--- src/rtl/sync_fifo_param_if.sv ---
// Bus bundle for sync_fifo_param: write/read handshake, control and status.
// The producer/consumer side uses the master modport, the FIFO uses slave.
interface sync_fifo_param_if #(
    parameter int DATA_WIDTH = 8,
    parameter int ADDR_WIDTH = 2
);
    logic                  flush;
    logic                  clr_err;
    logic                  push;
    logic [DATA_WIDTH-1:0] write_data;
    logic                  pop;
    logic [DATA_WIDTH-1:0] read_data;
    logic                  read_valid;
    logic                  full;
    logic                  empty;
    logic                  almost_full;
    logic                  almost_empty;
    logic [ADDR_WIDTH:0]   count;
    logic                  overflow;
    logic                  underflow;

    modport master (
        output flush, clr_err, push, write_data, pop,
        input  read_data, read_valid, full, empty, almost_full, almost_empty,
               count, overflow, underflow
    );

    modport slave (
        input  flush, clr_err, push, write_data, pop,
        output read_data, read_valid, full, empty, almost_full, almost_empty,
               count, overflow, underflow
    );
endinterface

--- src/rtl/sync_fifo_param.sv ---
// Single-clock synchronous FIFO with registered status, sticky error flags
// and synchronous flush. Depth is 2**ADDR_WIDTH.
// Define SYNC_FIFO_FWFT_EN for first-word-fall-through reads; otherwise
// read_data is registered one cycle after an accepted pop.
module sync_fifo_param #(
    parameter int DATA_WIDTH    = 8,
    parameter int ADDR_WIDTH    = 2,
    parameter int AFULL_THRESH  = 3,
    parameter int AEMPTY_THRESH = 1
) (
    input  logic              clk,
    input  logic              rst,
    sync_fifo_param_if.slave  bus
);
    localparam int DEPTH = 2 ** ADDR_WIDTH;
    localparam logic [ADDR_WIDTH:0] PTR_ONE    = (ADDR_WIDTH+1)'(1);
    localparam logic [ADDR_WIDTH:0] AFULL_LVL  = (ADDR_WIDTH+1)'(AFULL_THRESH);
    localparam logic [ADDR_WIDTH:0] AEMPTY_LVL = (ADDR_WIDTH+1)'(AEMPTY_THRESH);

    logic [DATA_WIDTH-1:0] mem [DEPTH];

    logic [ADDR_WIDTH:0] wr_ptr_q, wr_ptr_d;
    logic [ADDR_WIDTH:0] rd_ptr_q, rd_ptr_d;
    logic [ADDR_WIDTH:0] count_q, count_d;
    logic                full_q, full_d;
    logic                empty_q, empty_d;
    logic                afull_q, afull_d;
    logic                aempty_q, aempty_d;
    logic                overflow_q, overflow_d;
    logic                underflow_q, underflow_d;
    logic                push_ok, pop_ok;
    logic [ADDR_WIDTH-1:0] wr_idx, rd_idx;

    assign wr_idx = wr_ptr_q[ADDR_WIDTH-1:0];
    assign rd_idx = rd_ptr_q[ADDR_WIDTH-1:0];

    // Accept decisions, next pointers, next status and sticky error flags.
    always_comb begin
        push_ok     = bus.push && !full_q && !bus.flush;
        pop_ok      = bus.pop && !empty_q && !bus.flush;
        wr_ptr_d    = wr_ptr_q;
        rd_ptr_d    = rd_ptr_q;
        overflow_d  = overflow_q;
        underflow_d = underflow_q;

        if (push_ok) begin
            wr_ptr_d = wr_ptr_q + PTR_ONE;
        end
        if (pop_ok) begin
            rd_ptr_d = rd_ptr_q + PTR_ONE;
        end
        if (bus.flush) begin
            wr_ptr_d = '0;
            rd_ptr_d = '0;
        end

        count_d  = wr_ptr_d - rd_ptr_d;
        empty_d  = (wr_ptr_d == rd_ptr_d);
        full_d   = (wr_ptr_d[ADDR_WIDTH] != rd_ptr_d[ADDR_WIDTH]) &&
                   (wr_ptr_d[ADDR_WIDTH-1:0] == rd_ptr_d[ADDR_WIDTH-1:0]);
        afull_d  = (count_d >= AFULL_LVL);
        aempty_d = (count_d <= AEMPTY_LVL);

        if (bus.clr_err) begin
            overflow_d  = 1'b0;
            underflow_d = 1'b0;
        end
        if (!bus.flush && bus.push && full_q) begin
            overflow_d = 1'b1;
        end
        if (!bus.flush && bus.pop && empty_q) begin
            underflow_d = 1'b1;
        end
    end

    // Pointer, status and error-flag registers.
    always_ff @(posedge clk or negedge rst) begin
        if (!rst) begin
            wr_ptr_q    <= '0;
            rd_ptr_q    <= '0;
            count_q     <= '0;
            full_q      <= 1'b0;
            empty_q     <= 1'b1;
            afull_q     <= 1'b0;
            aempty_q    <= 1'b1;
            overflow_q  <= 1'b0;
            underflow_q <= 1'b0;
        end else begin
            wr_ptr_q    <= wr_ptr_d;
            rd_ptr_q    <= rd_ptr_d;
            count_q     <= count_d;
            full_q      <= full_d;
            empty_q     <= empty_d;
            afull_q     <= afull_d;
            aempty_q    <= aempty_d;
            overflow_q  <= overflow_d;
            underflow_q <= underflow_d;
        end
    end

    // Storage array; contents are deliberately not reset.
    always_ff @(posedge clk) begin
        if (push_ok) begin
            mem[wr_idx] <= bus.write_data;
        end
    end

`ifdef SYNC_FIFO_FWFT_EN
    assign bus.read_data  = mem[rd_idx];
    assign bus.read_valid = !empty_q;
`else
    logic [DATA_WIDTH-1:0] read_data_q, read_data_d;
    logic                  read_valid_q, read_valid_d;

    // Capture the head word on an accepted pop; otherwise hold the last word.
    always_comb begin
        read_data_d  = read_data_q;
        read_valid_d = pop_ok;
        if (pop_ok) begin
            read_data_d = mem[rd_idx];
        end
    end

    // Registered read port.
    always_ff @(posedge clk or negedge rst) begin
        if (!rst) begin
            read_data_q  <= '0;
            read_valid_q <= 1'b0;
        end else begin
            read_data_q  <= read_data_d;
            read_valid_q <= read_valid_d;
        end
    end

    assign bus.read_data  = read_data_q;
    assign bus.read_valid = read_valid_q;
`endif

    assign bus.count        = count_q;
    assign bus.full         = full_q;
    assign bus.empty        = empty_q;
    assign bus.almost_full  = afull_q;
    assign bus.almost_empty = aempty_q;
    assign bus.overflow     = overflow_q;
    assign bus.underflow    = underflow_q;
endmodule
--- src/flat_wrapper.sv ---
// flat-port wrapper written by rule: the top's interface ports become plain ports
module sync_fifo_param_flat 
#(
    parameter int DATA_WIDTH    = 8,
    parameter int ADDR_WIDTH    = 2,
    parameter int AFULL_THRESH  = 3,
    parameter int AEMPTY_THRESH = 1
)
  (clk, rst, bus_flush, bus_clr_err, bus_push, bus_write_data, bus_pop, bus_read_data, bus_read_valid, bus_full, bus_empty, bus_almost_full, bus_almost_empty, bus_count, bus_overflow, bus_underflow);
  sync_fifo_param_if #(.DATA_WIDTH(DATA_WIDTH), .ADDR_WIDTH(ADDR_WIDTH)) bus_i ();
  input  logic clk;
  input  logic rst;
  input wire logic [$bits(bus_i.flush)-1:0] bus_flush;
  input wire logic [$bits(bus_i.clr_err)-1:0] bus_clr_err;
  input wire logic [$bits(bus_i.push)-1:0] bus_push;
  input wire logic [$bits(bus_i.write_data)-1:0] bus_write_data;
  input wire logic [$bits(bus_i.pop)-1:0] bus_pop;
  output wire logic [$bits(bus_i.read_data)-1:0] bus_read_data;
  output wire logic [$bits(bus_i.read_valid)-1:0] bus_read_valid;
  output wire logic [$bits(bus_i.full)-1:0] bus_full;
  output wire logic [$bits(bus_i.empty)-1:0] bus_empty;
  output wire logic [$bits(bus_i.almost_full)-1:0] bus_almost_full;
  output wire logic [$bits(bus_i.almost_empty)-1:0] bus_almost_empty;
  output wire logic [$bits(bus_i.count)-1:0] bus_count;
  output wire logic [$bits(bus_i.overflow)-1:0] bus_overflow;
  output wire logic [$bits(bus_i.underflow)-1:0] bus_underflow;
  assign bus_i.flush = bus_flush;
  assign bus_i.clr_err = bus_clr_err;
  assign bus_i.push = bus_push;
  assign bus_i.write_data = bus_write_data;
  assign bus_i.pop = bus_pop;
  assign bus_read_data = bus_i.read_data;
  assign bus_read_valid = bus_i.read_valid;
  assign bus_full = bus_i.full;
  assign bus_empty = bus_i.empty;
  assign bus_almost_full = bus_i.almost_full;
  assign bus_almost_empty = bus_i.almost_empty;
  assign bus_count = bus_i.count;
  assign bus_overflow = bus_i.overflow;
  assign bus_underflow = bus_i.underflow;
  sync_fifo_param #(.DATA_WIDTH(DATA_WIDTH), .ADDR_WIDTH(ADDR_WIDTH), .AFULL_THRESH(AFULL_THRESH), .AEMPTY_THRESH(AEMPTY_THRESH)) u_core (.clk(clk), .rst(rst), .bus(bus_i));
endmodule
--- config.mk ---
export PLATFORM = sky130hd
export DESIGN_NAME = sync_fifo_param_flat
export DESIGN_NICKNAME = d
export VERILOG_FILES = /design/src/rtl/sync_fifo_param_if.sv /design/src/rtl/sync_fifo_param.sv /design/src/flat_wrapper.sv
export SDC_FILE = /design/constraint.sdc
export NUM_CORES = 1
export LEC_CHECK = 0
export BUFFER_PORTS_ARGS = -buffer_cell sky130_fd_sc_hd__buf_2
export CAP_MARGIN = 5
export CELL_PAD_IN_SITES_DETAIL_PLACEMENT = 1
export CELL_PAD_IN_SITES_GLOBAL_PLACEMENT = 2
export CORE_ASPECT_RATIO = 0.75
export CORE_MARGIN = 2
export CORE_UTILIZATION = 41
export DETAILED_ROUTE_END_ITERATION = 16
export PLACE_DENSITY = 0.76
export SYNTH_ARGS = -nofsm -noshare
export SYNTH_HDL_FRONTEND = slang
export SYNTH_SLANG_ARGS = --single-unit
--- constraint.sdc ---
create_clock -name clk -period 4.4 [get_ports clk]
set_input_delay 0 -clock clk [delete_from_list [all_inputs] [get_ports clk]]
set_output_delay 0 -clock clk [all_outputs]
set_load 0.1 [all_outputs]
Word level (Yosys, flattened, before mapping)
Memories as Yosys holds them, arrays and structs flattened. A register that Yosys moved wholly into a read port is not among the register bits.
Cells that the tools add are included.
{"block": "word_totals", "register_bits": 16, "ram_bits": 32, "in_bits": 14, "word_cells": 43, "memories": 1}
{"block": "op_classes", "n_addsub": 3, "order_cmp": 2, "eq_ne": 3, "muxes": 9, "reduce_logical": 15}
{"name": "u_core.mem", "words": 4, "word_bits": 8, "rd": 1, "rd_ports_with_merged_regs": 1, "write_ports": 1, "line_no": "sync_fifo_param.sv:20", "text": "logic [DATA_WIDTH-1:0] mem [DEPTH];"}
{"op": "$mux W3", "n": 4}
{"op": "$logic_and A1 B1 Y1", "n": 9}
{"op": "$add A3 B1 Y3 const B", "n": 2}
{"op": "$mux W1", "n": 5}
{"op": "$logic_not A1 Y1", "n": 4}
{"op": "$reduce_bool A2 Y1", "n": 2}
{"op": "$eq A3 B3 Y1", "n": 1}
{"op": "$ge A3 B2 Y1 const B", "n": 1}
{"op": "$le A3 B1 Y1 const B", "n": 1}
{"op": "$sub A3 B3 Y3", "n": 1}
{"op": "$eq A2 B2 Y1", "n": 1}
{"op": "$ne A1 B1 Y1", "n": 1}

Depth between registers and ports, before layout
Gate-level depths: netlist of the first run.
{"block": "logic_depth", "depth_word": 7, "mapped_depth": 10, "ltp_nobuf": 10}

Worst setup path before layout of the first run
No wires, ideal clock.
{"block": "synth_timing", "path_type": "reg2reg", "startpoint": "register u_core.empty_q (netlist: u_core.bus.empty)", "endpoint": "register u_core.aempty_q (netlist: u_core.bus.almost_empty)", "t_arrival_ns": 3.367, "required_ns": 4.302, "setup_slack_ns": 0.935, "path_stages_with_launch": 11, "period_less_slack_ns": 3.465, "path_cell_list": "dfstp_2 > nor2b_1 > and2_1 > buf_2 > mux2i_1 > or2_2 > fa_1 > or3_1 > nand2b_1 > mux4_2 > o311ai_1"}
{"block": "synth_between", "elab_chain_len": 7}
{"item": "from (decl)", "line_no": "sync_fifo_param.sv:26", "text": "logic empty_q, empty_d;"}
{"item": "from (signal assigned)", "line_no": "sync_fifo_param.sv:93", "text": "empty_q <= empty_d;"}
{"item": "$logic_not A1 Y1", "line_no": "sync_fifo_param.sv:40", "text": "pop_ok = bus.pop && !empty_q && !bus.flush;"}
{"item": "$logic_and A1 B1 Y1 (2 in a row)", "line_no": "sync_fifo_param.sv:40"}
{"item": "via u_core.pop_ok", "line_no": "sync_fifo_param.sv:31", "text": "logic push_ok, pop_ok;"}
{"item": "$mux W3", "line_no": "sync_fifo_param.sv:49", "text": "if (pop_ok) begin"}
{"item": "$mux W3", "line_no": "sync_fifo_param.sv:52", "text": "if (bus.flush) begin"}
{"item": "$sub A3 B3 Y3", "line_no": "sync_fifo_param.sv:57", "text": "count_d = wr_ptr_d - rd_ptr_d;"}
{"item": "via u_core.count_d[1]", "line_no": "sync_fifo_param.sv:24", "text": "logic [ADDR_WIDTH:0] count_q, count_d;"}
{"item": "$le A3 B1 Y1", "line_no": "sync_fifo_param.sv:62", "text": "aempty_d = (count_d <= AEMPTY_LVL);"}
{"item": "via u_core.aempty_d", "line_no": "sync_fifo_param.sv:28", "text": "logic aempty_q, aempty_d;"}
{"item": "to (signal assigned)", "line_no": "sync_fifo_param.sv:95", "text": "aempty_q <= aempty_d;"}
{"item": "to (decl)", "line_no": "sync_fifo_param.sv:28"}
The timed path passes the listed nets, and every way through them passes these cells.
A chain may end at the register's enable or synchronous reset.

Final worst setup path of the first run
{"block": "layout_timing", "startpoint": "register u_core.empty_q (netlist: u_core.bus.empty)", "endpoint": "register u_core.aempty_q (netlist: u_core.bus.almost_empty)"}
{"block": "layout_between", "elab_chain_len": 7}
{"item": "$logic_not A1 Y1", "line_no": "sync_fifo_param.sv:40"}
{"item": "$logic_and A1 B1 Y1 (2 in a row)", "line_no": "sync_fifo_param.sv:40"}
{"item": "$mux W3", "line_no": "sync_fifo_param.sv:49"}
{"item": "$mux W3", "line_no": "sync_fifo_param.sv:52"}
{"item": "$sub A3 B3 Y3", "line_no": "sync_fifo_param.sv:57"}
{"item": "via u_core.count_d[1]", "line_no": "sync_fifo_param.sv:24"}
{"item": "$le A3 B1 Y1", "line_no": "sync_fifo_param.sv:62"}
{"item": "via u_core.aempty_d", "line_no": "sync_fifo_param.sv:28"}
The timed path passes the listed nets, and every way through them passes these cells.

==> results of run 1 <==
==> kinds of logic (layout without fill, tap and decap cells) <==
kind of cell / count (synthesis) / after routing
flip-flops: 56 / 56
AND/OR/NAND/NOR: 39 / 39
multiplexers: 21 / 21
buffers and inverters: 12 / 57
adder cells (fa/ha/maj): 8 / 8
AO/OA/AOI/OAI: 7 / 7
XOR/XNOR: 5 / 5
==> per-stage QoR <==
| step | setup WS (ns) | total power, mW | instance area (um^2) | util | hold slack, ns |
|---|---|---|---|---|---|
| floorplan | 0.9347 | 1.280 | 2414 | - | -0.2956 |
| global placement | 1.201 | 1.390 | 2649 | 0.4618 | 0.01674 |
| detailed placement | 1.084 | 1.404 | 2649 | 0.4618 | 0.03377 |
| CTS | 1.051 | 1.698 | 2841 | 0.4954 | 0.01047 |
| global route | 0.8717 | 1.752 | 2841 | 0.4954 | 0.006566 |
| finish | 1.110 | 1.682 | 2841 | 0.4954 | 0.01101 |
==> placed cells by master (no fill, tap or decap), types with 2 or more instances in the layout <==
master,count
dlygate4sd3_1,10
xnor2_1,2
edfxtp_1,32
mux2i_1,3
clkinv_2,2
mux2_2,8
clkbuf_8,6
nor2_1,10
ha_1,7
nand2_1,4
and2_1,4
buf_2,31
dfstp_2,2
nand3b_1,2
nand4_1,2
inv_1,8
nand3_1,4
mux4_2,10
nand2b_1,5
a32o_1,2
or2_2,2
xor2_1,2
dfrtp_1,22
==> flip-flops by register name, summed over array words and instances (netlist names) <==
name                     flops
u_core.bus.almost_empty      1
u_core.bus.almost_full       1
u_core.bus.count             3
u_core.bus.empty             1
u_core.bus.full              1
u_core.bus.overflow          1
u_core.bus.read_data         8
u_core.bus.read_valid        1
u_core.bus.underflow         1
u_core.mem                  32
u_core.rd_ptr_q              3
u_core.wr_ptr_q              3
==> final cells by class <==
type,count,area share
Sequential cell,56,0.5504
Multi-Input combinational cell,80,0.2823
Timing Repair Buffer,41,0.08983
Tap cell,78,0.03435
Clock buffer,6,0.02906
Inverter,8,0.01057
Clock inverter,2,0.003523
==> per-layer routing <==
metal  vias to the layer above  global-route usage
li1                        642                   -
met1                       717              0.2382
met2                        32              0.2579
met3                         4             0.03560
met4                         0             0.04975
met5                         -                   0
==> what timing repair did <==
item                      4_1_cts  5_1_grt
hold buffers                   10        0
buffers inserted                0        0
hold endpoints to repair       55        0
==> power breakdown <==
| group | leakage (nW) | internal [mW] | switching (mW) |
|---|---|---|---|
| sequential | 0.596 | 0.633 | 0.0473 |
| clock | 0.0510 | 0.126 | 0.164 |
| combinational | 0.494 | 0.156 | 0.557 |
| total | 1.14 | 0.914 | 0.768 |
==> worst max path at each step <==
stage | startpoint | end | slack [ns] | depth (start not counted)
floorplan | u_core.bus.empty | u_core.bus.almost_empty | 0.93 | 10
global placement | u_core.bus.empty | u_core.bus.almost_empty | 1.20 | 9
detailed placement | u_core.bus.empty | u_core.bus.almost_empty | 1.08 | 9
CTS | u_core.bus.empty | u_core.bus.almost_empty | 1.05 | 9
global route | u_core.bus.empty | u_core.bus.almost_empty | 0.87 | 9
finish | u_core.bus.empty | u_core.bus.almost_empty | 1.11 | 9
==> results.cfg, run 1 <==
[placed_design]
post-dp-hpwl_mm = 3.482
placement.io_buffers = 31
gp_congestion = 0.8056
dp.cells = 253

[clocking]
cts_resized = 0
clock_latency_ns = 0.31
clkTransAtPathRegs_ns = 0.09
cts_buffer_depth = 2
tritoncts = yes
htreeDepth = 2
cts_root_buf = clkbuf_8
clock_sinks = 56
cts_made_buffers = 5

[worst_setup_path]
cp_num_buf_inv = 0
cpLargestDelayFamily = simple AND/OR/NAND/NOR gates
slowest_delay_ns = 0.56
cp-end-kind = flop
rr_endpoint = u_core.bus.almost_empty
crit_arrival_ns = 3.50
worstPathMaxFanout = 10
worst-r2r-setup-slack_ns = 1.11
cp-start-kind = flop
cp.required_ns = 4.61
slowest_stage = fa_1
path_class = flop to flop
r2r_cells = 9
rr_startpoint = u_core.bus.empty
path_cells = nor2b_1 > and2_1 > mux2i_1 > or2_2 > fa_1 > or3_1 > nand2b_1 > mux4_2 > o311ai_1

[routing]
routedWlPerCell_um = 18.01
drt_first_pass_iters = 4
drc_errors = 0
drt-met1-wl_mm = 2.411
totalWireLength_mm = 4.882
first_iter_violations = 52
viasPerCell = 5.148
wl_met3_um = 187
antenna_left = 0
routed.top_layer = met4
vias = 1395
met2_length_mm = 2.248

[sta]
slew_headroom = 0.5532
rsz0062_at_grt = false
post-route-min-period_ns = 3.290
hold_violations = 0
fmax_ghz = 0.3039
finClkSkew_ns = 0.005012
worst_pin_slew_ns = 0.6612
setup_violations = 0
slew_violations = 0
period_share = 0.7478
finalSetupTns_ns = 0

[synthesis]
synthTopCellsByArea = edfxtp_1 (40%), dfrtp_1 (23%), mux4_2 (9.3%)
synth_fa_ha_area_frac = 0.04458
yosys-top-cells-count = edfxtp_1 (32), dfrtp_1 (22), mux4_2 (10), nor2_1 (10)
async_flop_share = 0.4286
synth.distinct_cells = 34
synth_most_common_cell = edfxtp_1
yosysWarnings = 0
synth_area_um2 = 2414
synth_edf_count = 32
synth_top_family_by_area = multiplexers
netlist.area_leader.share = 0.3981
synth_ff_type = edfxtp_1
synth_mux_area_frac = 0.1431
netlist_instances = 148
synth_top_area_cell = edfxtp_1
syn_area_per_cell_um2 = 16.31
yosys.area_share.simple = 0.09383
syn_nets = 170
synth_seq_cells = 56
seq_area_frac_synth = 0.6480
synth_compound_area_frac = 0.02488
synthXorXnorAreaFrac = 0.02592

[layout]
instances_no_fill = 271
multi_input_area_um2 = 802.0
nNetsFinal = 214
antenna_cells = 0
syn_to_final_growth_pct = 17.73
drive_gt1_frac = 0.3264
num-fill-cells = 575
seqCellArea_um2 = 1564

[die]
coreArea_um2 = 5736
start_util = 0.4208
pin_count = 32
die_h_um = 70.45
rows = 24
die_x_um = 92.60
die_area_um2 = 6523

[global_route]
grt_first_pass_wirelength_mm = 8.066
grt_max_degree = 25
grt_pass1_vias = 1499
antenna_found_initial = 0
grt_overflow_total = 0
grt_usage = 0.1665

[run]
maxCapViolCount = 0

[hold_path]
hold_path_class = input pin to flop
min_path_cells = 2
hold_end = u_core.bus.underflow
hp-start = bus_pop

[run_status]
status = completed

[power]
max-vdd-ir-drop_uv = 220.2
power_density_nw_per_um2 = 592.1
p_leak_nw = 1.141
Power figures use the tool's default switching activity.
==> run 2, diff against run 1 <==
- clock period: 4.4 -> 3.4 ns (I/O delays scaled with it)
==> results.cfg, run 2 (synthesis results as in run 1) <==
[global_route]
grt_usage = 0.1548
grt_max_degree = 25
grt_overflow_total = 0
grt_pass1_vias = 1480
grt_first_pass_wirelength_mm = 7.624
antenna_found_initial = 0

[sta]
hold_violations = 0
slew_headroom = 0.5406
worst_pin_slew_ns = 0.6798
fmax_ghz = 0.3155
setup_violations = 0
rsz0062_at_grt = false
finClkSkew_ns = 0.007364
finalSetupTns_ns = 0
slew_violations = 0
post-route-min-period_ns = 3.169
period_share = 0.9322

[clocking]
clock_latency_ns = 0.30
cts_buffer_depth = 2
cts_root_buf = clkbuf_8
tritoncts = yes
cts_made_buffers = 5
clkTransAtPathRegs_ns = 0.09
postCtsSetupBuffers = 0
clock_sinks = 56
htreeDepth = 2

[layout]
syn_to_final_growth_pct = 18.87
drive_gt1_frac = 0.3350
antenna_cells = 0
layout_common_cells = edfxtp_1 (32), buf_2 (31), dfrtp_1 (22)
layout_commonest_cell = edfxtp_1
nNetsFinal = 218
regMostFlops = u_core.mem
num-fill-cells = 587
largest_register_ffs = 32
instances_no_fill = 275

[die]
coreArea_um2 = 5736
die_area_um2 = 6523
rows = 24
start_util = 0.4208
die_h_um = 70.45
die_x_um = 92.60
pin_count = 32

[worst_setup_path]
cp-end-kind = flop
cp.required_ns = 3.60
crit_arrival_ns = 3.37
cp-start-kind = flop
worst-r2r-setup-slack_ns = 0.23
path_class = flop to flop
worstPathMaxFanout = 6

[power]
power_density_nw_per_um2 = 751.7
max-vdd-ir-drop_uv = 254.5
p_leak_nw = 1.157

[routing]
routedWlPerCell_um = 16.63
vias = 1385
drt_first_pass_iters = 4
totalWireLength_mm = 4.572
viasPerCell = 5.036
drc_errors = 0
antenna_left = 0
first_iter_violations = 48

[hold_path]
hold_path_class = input pin to flop

[run_status]
status = completed

[placed_design]
post-dp-hpwl_mm = 3.233
gp_congestion = 0.7827
placement.io_buffers = 31
dp.cells = 257

[run]
maxCapViolCount = 0
-- run 2: final timing paths --
kind | from | to | cells past startpoint
setup / recovery | u_core.bus.empty | u_core.bus.almost_empty | 9
hold / removal | bus_pop | u_core.bus.underflow | 2
setup reg to reg | u_core.bus.empty | u_core.bus.almost_empty | 9
hold reg to reg | u_core.bus.underflow | u_core.bus.underflow | 1
max in group asynchronous | rst | u_core.rd_ptr_q[0] | 2
min in group asynchronous | rst | u_core.bus.read_data[0] | 2
-- run 2: final cells by class --
class,instances,area (um^2),share of cell area
Inverter,8,30.03,0.01047
Sequential cell,56,1568,0.5464
Multi-Input combinational cell,80,802.0,0.2795
Clock inverter,3,17.52,0.006106
Timing Repair Buffer,45,285.3,0.09943
Clock buffer,5,68.82,0.02399
Tap cell,78,97.59,0.03402
-- run 2: critical path, cell delays in order (launching register included) --
cell and delay (ns):
dfstp_4 0.65, nor2b_1 0.07, and2_1 0.19, mux2i_1 0.15
or2_2 0.32, fa_1 0.56, or3_1 0.41, nand2b_1 0.16
mux4_2 0.46, o311ai_1 0.11
-- run 2: report_power, final --
group	total (mW)	switching (mW)	internal [mW]
Combinational	0.942	0.733	0.209
Sequential	0.866	0.0433	0.822
Clock	0.349	0.205	0.144
Total	2.16	0.982	1.18
-- run 2: metrics by stage --
step / hold WS [ns] / util / cell area, um^2 / setup WS [ns] / power [mW]
finish: 0.01594 / 0.5002 / 2869 / 0.2306 / 2.157
global route: 0.03018 / 0.5002 / 2869 / 0.09478 / 2.255
CTS: 0.001469 / 0.5002 / 2869 / 0.2339 / 2.181
detailed placement: 0.04529 / 0.4677 / 2683 / 0.2831 / 1.822
global placement: 0.02294 / 0.4677 / 2683 / 0.3904 / 1.803
floorplan: -0.2956 / - / 2417 / 0.04328 / 1.660
-- run 2: routing by layer --
layer | part of all wire | track usage | wire, um
met5 | 0 | 0 | 0
met1 | 0.48 | 0.2283 | 2217
met4 | 0.010 | 0.04146 | 48
met2 | 0.47 | 0.2352 | 2153
met3 | 0.033 | 0.03236 | 152
-- run 2: repair_timing --
item,4_1_cts,5_1_grt
gates resized for setup,0,0
hold buffers,10,0
endpoints found under the hold margin,55,0
